===== config.mk =====
export PLATFORM = sky130hd
export DESIGN_NAME = asic_rstseq
export DESIGN_NICKNAME = d
export VERILOG_FILES = /design/src/rtl/asic_rstseq_pkg.sv /design/src/rtl/asic_rsync.sv /design/src/rtl/asic_rstseq.sv
export SDC_FILE = /design/constraint.sdc
export NUM_CORES = 1
export LEC_CHECK = 0
export ABC_CLOCK_PERIOD_IN_PS = 1700
export CAP_MARGIN = 10
export CORE_MARGIN = 2
export CORE_UTILIZATION = 50
export CTS_BUF_LIST = sky130_fd_sc_hd__clkbuf_4
export CTS_CLUSTER_SIZE = 25
export DETAILED_ROUTE_END_ITERATION = 7
export GPL_TIMING_DRIVEN = 0
export PLACE_DENSITY = 0.84
export SETUP_SLACK_MARGIN = 0.05
export SYNTH_ARGS = -nofsm -noshare
export SYNTH_HDL_FRONTEND = slang
export SYNTH_HIERARCHICAL = 1
export SYNTH_SLANG_ARGS = --single-unit

===== constraint.sdc =====
create_clock -name clk -period 1.7 [get_ports clk]
set_input_delay 0.425 -clock clk [delete_from_list [all_inputs] [get_ports clk]]
set_output_delay 0.425 -clock clk [all_outputs]
set_load 0.1 [all_outputs]

===== src/rtl/asic_rstseq_pkg.sv =====
// Shared types and constants for the asic_rstseq reset sequencer.
// The optional ready handshake is enabled with ASIC_RSTSEQ_ACK_EN.
package asic_rstseq_pkg;

  typedef enum logic [2:0] {
    ST_RST     = 3'd0,
    ST_HOLD    = 3'd1,
    ST_GAP     = 3'd2,
    ST_WAITRDY = 3'd3,
    ST_DONE    = 3'd4
  } state_t;

  localparam int DEF_SYNC    = 2;
  localparam int DEF_HOLD    = 16;
  localparam int DEF_GAP     = 4;
  localparam int DEF_TIMEOUT = 255;

  // Sized so the largest phase count never wraps.
  function automatic int cnt_width(input int hold, input int gap, input int timeout);
    int m;
    m = hold;
    if (gap > m) m = gap;
    if (timeout > m) m = timeout;
    return $clog2(m + 1);
  endfunction

endpackage


===== src/rtl/asic_rsync.sv =====
// Reset synchronizer: asserts asynchronously, deasserts after SYNC clock edges.
// Used for chip nreset and, with ASIC_RSTSEQ_ACK_EN, for each ready bit.
module asic_rsync
  import asic_rstseq_pkg::*;
#(
  parameter int SYNC = DEF_SYNC
) (
  input  logic clk,
  input  logic nreset,
  output logic nreset_sync
);

  logic [SYNC-1:0] sync_reg;

  always_ff @(posedge clk or negedge nreset) begin
    if (!nreset) begin
      sync_reg <= '0;
    end else begin
      sync_reg <= {sync_reg[SYNC-2:0], 1'b1};
    end
  end

  assign nreset_sync = sync_reg[SYNC-1];

endmodule


===== src/rtl/asic_rstseq.sv =====
// Reset sequencer: holds all domains after nreset, then releases them in order.
// Define ASIC_RSTSEQ_ACK_EN to wait on per-domain ready between releases.
module asic_rstseq
  import asic_rstseq_pkg::*;
#(
  parameter int N       = 4,
  parameter int SYNC    = DEF_SYNC,
  parameter int HOLD    = DEF_HOLD,
  parameter int GAP     = DEF_GAP,
  parameter int TIMEOUT = DEF_TIMEOUT
) (
  input  logic         clk,
  input  logic         nreset,
  input  logic         swreq,
  input  logic [N-1:0] ready,
  output logic [N-1:0] nreset_out,
  output logic         busy,
  output logic         done,
  output logic         error
);

  localparam int CW = cnt_width(HOLD, GAP, TIMEOUT);
  localparam int IW = (N > 1) ? $clog2(N) : 1;

  logic nreset_sync;

  asic_rsync #(.SYNC(SYNC)) u_nreset_sync (
    .clk         (clk),
    .nreset      (nreset),
    .nreset_sync (nreset_sync)
  );

`ifdef ASIC_RSTSEQ_ACK_EN
  logic [N-1:0] ready_sync;
  logic         unused_ready;

  // The last domain has no successor to gate, so its ready is not synchronized.
  genvar gi;
  generate
    for (gi = 0; gi < N; gi++) begin : g_ready
      if (gi < N - 1) begin : g_sync
        asic_rsync #(.SYNC(SYNC)) u_ready_sync (
          .clk         (clk),
          .nreset      (ready[gi]),
          .nreset_sync (ready_sync[gi])
        );
      end else begin : g_last
        assign ready_sync[gi] = 1'b0;
      end
    end
  endgenerate

  assign unused_ready = ready[N-1];
  localparam state_t REL_NEXT = ST_WAITRDY;
`else
  logic unused_ready;
  assign unused_ready = ^ready;
  localparam state_t REL_NEXT = ST_GAP;
`endif

  state_t        state_reg;
  logic [CW-1:0] cnt_reg;
  logic [IW-1:0] idx_reg;
  logic [N-1:0]  out_reg;
  logic          busy_reg;
  logic          done_reg;
  logic          error_reg;

  always_ff @(posedge clk or negedge nreset) begin
    if (!nreset) begin
      state_reg <= ST_RST;
      cnt_reg   <= '0;
      idx_reg   <= '0;
      out_reg   <= '0;
      busy_reg  <= 1'b1;
      done_reg  <= 1'b0;
      error_reg <= 1'b0;
    end else begin
      case (state_reg)
        ST_RST: begin
          if (nreset_sync) begin
            state_reg <= ST_HOLD;
            cnt_reg   <= '0;
          end
        end
        ST_HOLD: begin
          if (cnt_reg == CW'(HOLD - 1)) begin
            out_reg[0] <= 1'b1;
            idx_reg    <= IW'(1);
            cnt_reg    <= '0;
            if (N == 1) begin
              state_reg <= ST_DONE;
              busy_reg  <= 1'b0;
              done_reg  <= 1'b1;
            end else begin
              state_reg <= REL_NEXT;
            end
          end else begin
            cnt_reg <= cnt_reg + CW'(1);
          end
        end
        ST_GAP: begin
          if (cnt_reg == CW'(GAP - 1)) begin
            out_reg[idx_reg] <= 1'b1;
            cnt_reg          <= '0;
            if (idx_reg == IW'(N - 1)) begin
              state_reg <= ST_DONE;
              busy_reg  <= 1'b0;
              done_reg  <= 1'b1;
            end else begin
              idx_reg   <= idx_reg + IW'(1);
              state_reg <= REL_NEXT;
            end
          end else begin
            cnt_reg <= cnt_reg + CW'(1);
          end
        end
`ifdef ASIC_RSTSEQ_ACK_EN
        // idx already points past the domain just released.
        ST_WAITRDY: begin
          if (ready_sync[idx_reg - IW'(1)]) begin
            state_reg <= ST_GAP;
            cnt_reg   <= '0;
          end else if (cnt_reg == CW'(TIMEOUT - 1)) begin
            error_reg <= 1'b1;
            state_reg <= ST_GAP;
            cnt_reg   <= '0;
          end else begin
            cnt_reg <= cnt_reg + CW'(1);
          end
        end
`endif
        ST_DONE: begin
          if (swreq) begin
            out_reg   <= '0;
            busy_reg  <= 1'b1;
            done_reg  <= 1'b0;
            error_reg <= 1'b0;
            idx_reg   <= '0;
            cnt_reg   <= '0;
            state_reg <= ST_HOLD;
          end
        end
        default: begin
          state_reg <= ST_RST;
        end
      endcase
    end
  end

  assign nreset_out = out_reg;
  assign busy       = busy_reg;
  assign done       = done_reg;
  assign error      = error_reg;

endmodule


======== After elaboration in Yosys (flattened, before gate mapping) ========
Cells that the tools add are included.
operators by class
  $add $sub $neg .......................... 2
  reduce and logical (&&, ||, !) cells .... 11
  multiplexer cells ....................... 31
  magnitude comparators ................... 2
  bitwise logic cells ..................... 1
  equal/unequal tests ..................... 12
operators by type and width
  kind                                                  number
  2-to-1 mux 8 bit                                      4
  one-hot mux 8 bit (4 select lines)                    1
  2-to-1 mux 3 bit                                      5
  one-hot mux 3 bit (4 select lines)                    1
  AND reduction 4 bit                                   3
  inequality test 2 bit (second input constant)         5
  adder 8 x 1 -> 8 bit (second input constant)          1
  equality test 8 x 2 -> 1 bit (second input constant)  1
  equality test 8 x 4 -> 1 bit (second input constant)  1
  2-to-1 mux 1 bit                                      8
  2-to-1 mux 2 bit                                      4
  2-to-1 mux 4 bit                                      2
  one-hot mux 2 bit (3 select lines)                    1
  one-hot mux 3 bit (2 select lines)                    1
  AND reduction 3 bit                                   2
  AND reduction 5 bit                                   1
  OR 4 bit                                              1
  one-hot mux 1 bit (2 select lines)                    2
  nonzero test 4 bit                                    1
  equality test 3 x 1 -> 1 bit (second input constant)  1
  equality test 3 x 2 -> 1 bit (second input constant)  1
  equality test 3 bit (second input constant)           1
  logical NOT 3 bit                                     1
  < comparator 2 x 3 -> 1 bit (second input constant)   1
  9 further kinds                                       9
word-level totals
  register bits ........................... 21
  logic and storage cells ................. 67
  output and inout port bits .............. 7

======== Depth between registers and ports, before layout ========
Gate-level depths: netlist (run 1).
  depth in word-level cells ............... 7
  depth in mapped cells ................... 6
  mapped depth without buffers ............ 6

======== By module ========
The synthesis (run 1) kept the hierarchy.
modules (own cells, without submodules)
  module       times used  cells each  area an instance (um2)  sequential area each (um2)
  asic_rstseq  1           123         1154.9                  476.7
  asic_rsync   1           3           53.8                    50.0

======== Worst setup path after synthesis (run 1) ========
OpenSTA, ideal clock, no wires.
  kind .................................... flip-flop to flip-flop
  from .................................... reg cnt_reg[0]
  to ...................................... reg cnt_reg[0]
  buffers on the path ..................... 0
  clock period less this slack ............ 1.724 ns
  data arrival time ....................... 1.600 ns
  cell stages (with the launch flop) ...... 6
  path slack .............................. -0.024 ns
  path through ............................ dfrtp_1 > ha_1 > nor3b_1 > a21oi_4 > or2_1 > mux2_2
on the way
  word-level cells in the longest chain between the ends .. 3
  elaborated cells between the ends (all ways) .. 6
RTL lines
  element                                             line                                   text
  from (decl)                                         asic_rstseq.sv:62                      logic [CW-1:0] cnt_reg;
  from (signal assigned)                              asic_rstseq.sv:99                      cnt_reg <= cnt_reg + CW'(1);
  from (signal assigned)                              asic_rstseq.sv:115                     cnt_reg <= cnt_reg + CW'(1);
  adder 8 x 1 -> 8 bit, or another cell as far along  asic_rstseq.sv:99, asic_rstseq.sv:115
  2-to-1 mux 8 bit (on tied branches)                 asic_rstseq.sv:103, asic_rstseq.sv:87
  one-hot mux 8 bit (4 select lines) (*)              asic_rstseq.sv:79                      case (state_reg)
Every way passes the cells marked *; elsewhere a longest branch is shown, timed or not.
A chain may end at the register's enable or synchronous reset.

======== Worst setup path in the final report (run 1) ========
  from .................................... reg cnt_reg[4]
  to ...................................... reg cnt_reg[0]
on the way
  word-level cells in the longest chain between the ends .. 3
  elaborated cells between the ends (all ways) .. 5
RTL lines
  element                                                                       line
  equality test 8 x 2 -> 1 bit or equality test 8 x 4 -> 1 bit (tied branches)  asic_rstseq.sv:103, asic_rstseq.sv:87
  2-to-1 mux 8 bit (on tied branches)                                           asic_rstseq.sv:103, asic_rstseq.sv:87
  one-hot mux 8 bit (4 select lines) (*)                                        asic_rstseq.sv:79
Marks and branches as above.

==> results by group, run 1 <==
Outcome
  – Status: complete, no violations

CTS
  – Root Driver: clkbuf_4
  – TritonCTS buffer count: 3
  – Post-cts hold buffer count: 0
  – CTS Sinks: 21
  – # H-tree levels: 1
  – CTS tree: yes
  – Clock Path Buffers: 2
  – Clk_lat worst skew: 0.32 ns
  – Clk slew on worst S/H paths: approximately 0.12 ns

Setup path
  – Crit Path Max Fanout: 6
  – Crit. End Element: flop
  – Critical Path Max Stage Delay: between 0.4 and 0.5 ns
  – Crit start category: flop
  – Buf/Inv on CP: 2
  – Worst path slowest cell: dfrtp_2
  – Worst Path Arrival: between 1.5 and 2 ns
  – Worst Reg-to-Reg Cells: 6
  – Worst path required time: 1.92 ns
  – Crit path kind: reg2reg
  – CP dominant cell by count: buf_4
  – Critical path, cell by cell: buf_4 -> nor4_4 -> buf_4 -> a21oi_4 -> or2_1 -> mux2_2
  – Crit path depth: 6
  – Crit-path leading delay family: simple AND/OR/NAND/NOR gates

Floorplan
  – Num rows: 17
  – Io pins: 14
  – Die footprint: 2827 µm²
  – Core area: 2255 µm²
  – Die Ht: 53.17 µm
  – Initial Utilization: between 50% and 60%
  – Die X: about 53 µm

Layout
  – Finished Core Util: 67.09%
  – Layout Nets: 165
  – Commonest non-fill, non-tap cell in the layout: dfrtp_1
  – Antenna cells: 0
  – Max FFs per register: 8
  – Most frequent cells in the layout: 17 x dfrtp_1, 16 x nor2_1, 14 x buf_4
  – Layout cells sized above 1: 32.89%
  – Final instance area: around 1500 µm²
  – Area delta synth->final: 25.16%

Routing
  – Drt wl/cell: 17.33 µm
  – Iter 0 DRT Violations: 36
  – # DRC: 0
  – Drt first pass iters: 4
  – Via count: 1,125
  – Wirelength, routed: approximately 3100 µm
  – Vias/cell: 6.250
  – Antenna violation net count after detailed routing: 0

Synth
  – Sequential area share after synthesis: around 44%
  – Synth top area share: 41.41%
  – Avg Synthesized Cell Area: 9.593 µm²
  – Synth Area in Compound Gates: 18.74%
  – Synth warn: 6
  – Post-synth EDFFs: 0
  – Synth Flop Type: dfrtp_1
  – Mapped cell area: 1209 µm²
  – Unique cell type count in the Yosys netlist: 47
  – Top post-synthesis cells by area: dfrtp_1 41%, ha_1 5.2%, nor2_1 5.0%, nand2_1 4.0%, a21oi_1 3.3%
  – Simple-gate share of the synthesized area: 26.19%
  – Flip-flop and latch count after synthesis: 21
  – Post-synthesis adder-cell area fraction: under 10%
  – Syn Nets: 138
  – Mux cell area share after synthesis: approximately 1.8%
  – Post-Synthesis Cells: between 100 and 150
  – Post-synth top area cell: dfrtp_1
  – Post-synthesis xor/xnor area fraction: 0%
  – Main combinational cell family by area after synthesis: simple AND/OR/NAND/NOR gates
  – Post-synth ARST share: 100.0%

Global routing
  – Pin count of the biggest net entering global routing: 22
  – Gr ovfl total: 0
  – First-pass GRT wire length: 4933 µm
  – Antenna violations before repair: 0
  – GRT Util Overall: about a quarter
  – Vias in the first global route: 1,096

Placement
  – Post-DP HPWL: around 1800 µm
  – Setup WS pre-CTS: -0.4586 ns
  – Placed standard-cell area: 1329 µm²
  – Placer Congestion: 0.8901
  – Port buffer count: 8

Job
  – Number of max-cap violations: 0

Timing
  – Setup TNS: 0 ns
  – RSZ-0062 raised after global routing: true
  – Final setup violating endpoints: 0
  – Fin worst setup slack: between 0.05 and 0.06 ns
  – Fmax: between 600 and 700 MHz
  – Slew @ Worst Pin: between 0.9 and 1 ns
  – Final Hold Vio Count: 0
  – Fin crit share: 96.88%
  – Clock skew: roughly 0.0072 ns
  – Slew margin rel.: 35.67%
  – Fin. max-slew vios: 0
  – Post-route minimum period: roughly 1.6 ns

Worst hold path
  – Hold Path Cell Cnt: 0
  – Hold Path Class: reg2reg

Pwr
  – Pwr/cell area: 1899 nW/µm²
  – Maximum vdd ir drop: about 0.0010 V
  – Leakage: approximately 0.00067 µW
## kinds of logic (layout without fill, tap and decap cells)
kind of cell             after synthesis  after routing
other                                  2              2
adder cells (fa/ha/maj)                5              5
multiplexers                           2              2
AO/OA/AOI/OAI                         32             32
flip-flops                            21             21
buffers and inverters                  9             35
AND/OR/NAND/NOR                       55             55
## synthesized netlist by cell type, types with 2 or more instances
cell type  count
o21ai_0        4
conb_1         2
a211oi_1       2
dfrtp_1       20
nand3_1        3
or3b_4         2
nand2_1       13
o311a_1        2
nor3b_1        2
ha_1           5
nor2_1        16
a21oi_1        8
o22ai_1        5
nor2b_1        2
a22o_1         3
inv_1          4
nor3_1         3
## final cells by class
cell class                 instances  area [µm²]
fill                             160       742.0
inverter                           4       15.01
tap                               28       35.03
clock inverter                     1       7.507
clock buffer                       3       22.52
multi-input combinational         96       693.2
timing repair buffer              22       160.2
sequential                        21       530.5
buffer                             5       48.80
## power by group
| part | leakage, µW | internal [µW] | switching (µW) |
|---|---|---|---|
| Clock | 0.0000139 | 90.0 | 164 |
| Sequential | 0.000247 | 661 | 202 |
| Combinational | 0.000413 | 712 | 1040 |
## per-stage QoR
step | total power, µW | cells | hold WS (ns)
2_1_floorplan | 1923 | 126 | 0.1294
3_3_place_gp | 2180 | 162 | 0.3323
3_5_place_dp | 2232 | 162 | 0.3502
4_1_cts | 2732 | 175 | 0.3798
5_1_grt | 3015 | 180 | 0.3805
6_report | 2873 | 180 | 0.3743
## final timing paths
path	start	end	slack (ns)
setup / recovery	cnt_reg[4]	cnt_reg[0]	0.05
hold / removal	u_nreset_sync/sync_reg[0]	u_nreset_sync/sync_reg[1]	0.37
setup reg to reg	cnt_reg[4]	cnt_reg[0]	0.05
hold reg to reg	u_nreset_sync/sync_reg[0]	u_nreset_sync/sync_reg[1]	0.37
max in group asynchronous	nreset	cnt_reg[4]	0.42
min in group asynchronous	nreset	done	0.62
## routing by layer
layer | track usage [%] | part of all wire [%] | vias up
li1 | - | - | 499
met3 | 3.390 | 5.2 | 20
met2 | 40.83 | 49 | 61
met4 | 16.67 | 5.1 | 0
met1 | 29.44 | 41 | 545
met5 | 0 | 0 | -
## timing repair
item                                    CTS  global route
setup buffers                             8             5
pin swaps                                 5             2
endpoints found under the setup margin   22            13
resized for setup                        44             7
gates cloned                              1             0
No activity file was read; power rests on OpenSTA's default activity.
==> run 2, diff against run 1 <==
--- a/config.mk
+++ b/config.mk
@@ -14,5 +14,5 @@
 export DETAILED_ROUTE_END_ITERATION = 7
 export GPL_TIMING_DRIVEN = 0
-export PLACE_DENSITY = 0.84
+export PLACE_DENSITY_LB_ADDON = 0.15
 export SETUP_SLACK_MARGIN = 0.05
 export SYNTH_ARGS = -nofsm -noshare
==> constraint.sdc (replaced) <==
create_clock -name clk -period 1.7 [get_ports clk]
set_input_delay 0.34 -clock clk [delete_from_list [all_inputs] [get_ports clk]]
set_output_delay 0.34 -clock clk [all_outputs]
set_load 0.1 [all_outputs]
==> run 2 against run 1 <==
Against the previous run: core utilization increased by 1.5 points; via count decreased by 5.5%; first-iteration DRC count decreased by 11%; clock power decreased by 7%; count of clock-buffer cells in the layout unchanged.
==> results by group, run 2 (synthesized netlist as in run 1, its figures left out) <==
Setup path
  – Critical Path Max Stage Delay: 0.46 ns
  – Crit-path leading delay family: simple AND/OR/NAND/NOR gates
  – Buf/Inv on CP: 2
  – Crit Path Max Fanout: 7
  – Flop2flop setup slack: 0.02 ns
  – Crit. End Element: flop
  – Critical path, cell by cell: buf_6 -> or4_4 -> nor3_4 -> buf_4 -> a22o_1
  – Crit path kind: reg2reg
  – Crit start category: flop
  – CP Launch Point: cnt_reg[6]
  – Worst path required time: 1.95 ns
  – RR Startpoint: cnt_reg[6]
  – Worst r2r dst: done
  – Worst path slowest cell: dfrtp_2
  – Worst Path Arrival: slightly below 2 ns
  – Worst Reg-to-Reg Cells: 5

Timing
  – Final setup violating endpoints: 0
  – Fin. max-slew vios: 0
  – Post-route minimum period: 1.680 ns
  – Fmax: 595.3 MHz
  – Setup TNS: 0 ns
  – RSZ-0062 raised after global routing: true
  – Final Hold Vio Count: 0
  – Clock skew: 0.01388 ns
  – Fin crit share: 98.82%
  – Hold slack: 0.3723 ns
  – Slew @ Worst Pin: 0.9157 ns
  – Slew margin rel.: 38.76%

Floorplan
  – Core area: 2255 µm²
  – Die footprint: 2827 µm²
  – Die Ht: 53.17 µm
  – Io pins: 14
  – Die X: 53.17 µm
  – Initial Utilization: 53.61%
  – Num rows: 17

CTS
  – CTS tree: yes
  – Clk slew on worst S/H paths: 0.12 ns
  – TritonCTS buffer count: 3
  – # H-tree levels: 1
  – Root Driver: clkbuf_4
  – Clock Path Buffers: 2
  – Clk_lat worst skew: approximately 0.3 ns
  – CTS Sinks: 21
  – Post-cts hold buffer count: 0

Layout
  – Finished Layout Cells: approximately 180
  – Area delta synth->final: 27.95%
  – Max FFs per register: 8
  – Commonest non-fill, non-tap cell in the layout: dfrtp_1
  – Layout Nets: 166
  – Antenna cells: 0
  – Most frequent cells in the layout: 17 x dfrtp_1, 16 x nor2_1, 14 x buf_4
  – Layout cells sized above 1: 33.99%
  – Final instance area: 1546 µm²

Pwr
  – Maximum vdd ir drop: 0.001231 V
  – Pwr/cell area: 1838 nW/µm²
  – Overall power: 2842 µW
  – Leakage: 0.0006962 µW

Global routing
  – Gr ovfl total: 0
  – First-pass GRT wire length: 4409 µm
  – Antenna violations before repair: 0
  – Pin count of the biggest net entering global routing: 22
  – GRT Util Overall: 21.85%
  – Vias in the first global route: 974

Placement
  – Placed standard-cell area: ~1300 µm²
  – Placed cell count: 162
  – Placer Congestion: 0.8423
  – Post-DP HPWL: 1728 µm
  – Port buffer count: 8

Worst hold path
  – Worst Hold Launch: u_nreset_sync/sync_reg[0]
  – Hold Path Sink: u_nreset_sync/sync_reg[1]
  – Hold Path Cell Cnt: 0
  – Hold Path Class: reg2reg

Routing
  – Drt first pass iters: 4
  – Wirelength, routed: ~2700 µm
  – Iter 0 DRT Violations: 32
  – Via count: 1,063
  – # DRC: 0
  – Drt wl/cell: 15.08 µm
  – Antenna violation net count after detailed routing: 0
  – Vias/cell: ~6

Outcome
  – Status: complete, no violations

Job
  – Number of max-cap violations: 0
==> run 2: changes by cell type in the layout (fill, tap and decap cells not counted), sizes merged <==
cell	previous run	this run
clkdlybuf4s15	0	4
buf	22	20
clkbuf	6	5
clkinv	0	1
clkinvlp	1	0
==> run 2: through the flow <==
step / worst slack, ns / utilization [%]
floorplan: 0.09676 / -
global placement: -0.3647 / 58.93
detailed placement: -0.3684 / 58.93
CTS: 0.04774 / 64.93
global route: -0.06222 / 68.59
finish: 0.02011 / 68.59
==> run 2: timing repair <==
| action | 4_1_cts | 5_1_grt |
|---|---|---|
| pin swaps | 6 | 8 |
| gates cloned | 0 | 1 |
| endpoints found under the hold margin | 0 | 0 |
| resized for setup | 35 | 10 |
| buffers inserted | 9 | 5 |
| setup endpoints to repair | 18 | 15 |
==> run 2: worst max path at each step <==
stage / slack, ns / to / cells past startpoint
detailed placement: -0.37 / cnt_reg[0] / 5
floorplan: 0.1 / cnt_reg[0] / 4
CTS: 0.05 / idx_reg[0] / 5
global route: -0.06 / done / 5
finish: 0.02 / done / 5
global placement: -0.36 / cnt_reg[0] / 5
==> run 2: worst register-to-register path, stage by stage (launching register included) <==
cell	delay (ns)
dfrtp_2	0.46
buf_6	0.13
or4_4	0.45
nor3_4	0.30
buf_4	0.18
a22o_1	0.11
==> run 2: cell type report <==
cell class | count | area [µm²]
clock inverter | 1 | 5.005
buffer | 5 | 50.05
inverter | 4 | 15.01
fill | 181 | 708.2
clock buffer | 3 | 22.52
timing repair buffer | 23 | 190.2
multi-input combinational | 96 | 698.2
sequential | 21 | 530.5
tap | 28 | 35.03
==> run 2: layer usage <==
layer | vias to the layer above | global-route usage, % | wire length (µm)
met1 | 529 | 27.16 | 1231
li1 | 506 | - | -
met5 | - | 0 | 0
met4 | 0 | 10.68 | 17
met2 | 26 | 37.29 | 1358
met3 | 2 | 2.542 | 123
==> run 2: power by group <==
group / total (µW) / leakage, µW / internal, µW / switching [µW]
clock network: 237 / 0.0000177 / 87.6 / 149
registers: 864 / 0.000247 / 661 / 203
logic: 1740 / 0.000432 / 751 / 990
==> run 3, diff against run 2 <==
- CORE_ASPECT_RATIO: unset -> 0.5
- CORE_UTILIZATION: 50 -> 39
==> run 3 against run 2 <==
Against the previous run: clock power is 9.3% higher; sequential share of layout area is 0.33 points lower; cell area is 0.97% higher; register-to-register slack hardly changed; core utilization is 16 points lower; largest power group unchanged; total power is 1.9% higher; final cell count is 6.1% higher; die area is 27% higher.
==> results by group, run 3 (synthesized netlist as in run 1, its figures left out) <==
Outcome
  – Status: complete, no violations

Pwr
  – Maximum vdd ir drop: 0.0008370 V
  – Sw Ratio: around 48%
  – Clk pwr share: 8.9%
  – Sequential power share: approximately 30%
  – Switching power: around 1400 µW
  – Leakage: 0.0006964 µW
  – Int Power: 1514 µW
  – Comb pwr share: between 60% and 70%
  – Pwr/cell area: 1854 nW/µm²

Timing
  – Fin. max-slew vios: 0
  – Final Hold Vio Count: 0
  – Final setup violating endpoints: 0
  – Slew @ Worst Pin: 0.9791 ns
  – Clock skew: 0.006584 ns
  – RSZ-0062 raised after global routing: true
  – Fin crit share: about 99%
  – Fmax: 597.2 MHz
  – Slew margin rel.: 34.52%
  – Post-route minimum period: 1.675 ns
  – Hold slack: around 0.37 ns

Placement
  – Port buffer count: 8
  – Post-DP HPWL: around 1800 µm
  – Placed cell count: 174
  – Placer Congestion: 0.7832

Routing
  – Vias/cell: 5.354
  – Wirelength, routed: about 2800 µm
  – Drt wl/cell: 14.55 µm
  – Antenna violation net count after detailed routing: 0
  – Drt first pass iters: 5
  – Via count: 1,028
  – Iter 0 DRT Violations: just over 100
  – # DRC: 0

Layout
  – Fillcell total: 281
  – Max FFs per register: 8
  – Finished Core Util: 52.44%
  – Most frequent cells in the layout: 17 x dfrtp_1, 15 x nor2_1, 14 x buf_4
  – Antenna cells: 0
  – Layout cells sized above 1: 35.53%
  – Layout Nets: 165
  – Finished Layout Cells: 192
  – Area delta synth->final: 29.19%
  – Commonest non-fill, non-tap cell in the layout: dfrtp_1

CTS
  – Post-cts hold buffer count: 0
  – Clk slew on worst S/H paths: 0.13 ns
  – # H-tree levels: 1
  – Root Driver: clkbuf_4
  – Clock Path Buffers: 2
  – Clk_lat worst skew: roughly 0.32 ns
  – TritonCTS buffer count: 3
  – CTS Sinks: 21
  – CTS tree: yes

Setup path
  – Crit Path Max Fanout: 5
  – Worst Path Arrival: 1.89 ns
  – Worst path required time: between 1.5 and 2 ns
  – Crit. End Element: flop
  – Crit path kind: reg2reg
  – Crit start category: flop

Floorplan
  – Die Ht: 43.37 µm
  – Core area: about 3000 µm²
  – Initial Utilization: 40.59%
  – Io pins: 14
  – Num rows: 14
  – Die footprint: 3588 µm²
  – Die X: 82.73 µm

Global routing
  – Gr ovfl total: 0
  – Vias in the first global route: 991
  – GRT Util Overall: about 17%
  – Pin count of the biggest net entering global routing: 22
  – Antenna violations before repair: 0
  – First-pass GRT wire length: 4512 µm

Worst hold path
  – Hold Path Class: reg2reg

Job
  – Number of max-cap violations: 0
==> run 3: path summary, 6_finish.rpt <==
kind | depth (start not counted) | end | start | slack, ns
max in group asynchronous | 1 | cnt_reg[5] | nreset | 0.50
hold reg to reg | 0 | u_nreset_sync/sync_reg[1] | u_nreset_sync/sync_reg[0] | 0.37
setup / recovery | 4 | cnt_reg[0] | state_reg[1] | 0.03
min in group asynchronous | 1 | cnt_reg[6] | nreset | 0.55
hold / removal | 0 | u_nreset_sync/sync_reg[1] | u_nreset_sync/sync_reg[0] | 0.37
setup reg to reg | 4 | cnt_reg[0] | state_reg[1] | 0.03
==> run 3: final cells by class <==
cell class / count / area, µm² / share of cell area (%)
plain buffers: 5 / 50.05 / 3.205
clock buffers: 3 / 22.52 / 1.442
clock inverters: 1 / 5.005 / 0.3205
inverters: 4 / 15.01 / 0.9615
multi-input cells: 96 / 709.4 / 45.43
flip-flops and latches: 21 / 530.5 / 33.97
well taps: 40 / 50.05 / 3.205
repair buffers: 22 / 178.9 / 11.46
==> run 3: per-stage QoR <==
step | power (µW) | TNS, ns | setup WS (ns) | area [µm²]
after floorplan | 1923 | 0 | 0.09676 | 1214
after global placement | 2213 | -3.275 | -0.3783 | 1344
after detailed placement | 2231 | -3.209 | -0.3777 | 1344
after CTS | 2718 | 0 | 0.05043 | 1475
after global routing | 3091 | -0.1264 | -0.04154 | 1562
final | 2895 | 0 | 0.02545 | 1562
==> run 3: power groups by stage <==
stage	clock (µW)	combinational (µW)	sequential, µW
floorplan	0	779	1140
detailed placement	0	1380	849
global route	284	1910	892
global placement	0	1370	838
finish	259	1770	866
CTS	265	1610	844
==> run 3: timing repair <==
action                                  CTS  global route
pin swaps                                 3             7
gates resized for setup                  36            10
buffers inserted                          9             4
endpoints found under the setup margin   18            14
cloned                                    0             1
==> run 3: metal layers <==
| layer | share of wire [%] | track usage (%) |
|---|---|---|
| met4 | 0.68 | 3.934 |
| met1 | 48 | 22.25 |
| met3 | 4.3 | 5.000 |
| met5 | 0 | 0 |
| met2 | 47 | 28.06 |
==> run 3: worst max-delay path, cell delays in order (launching register included) <==
cell	delay, ns
dfrtp_1	0.43
or4bb_1	0.57
o311a_4	0.17
buf_6	0.14
mux2_2	0.26
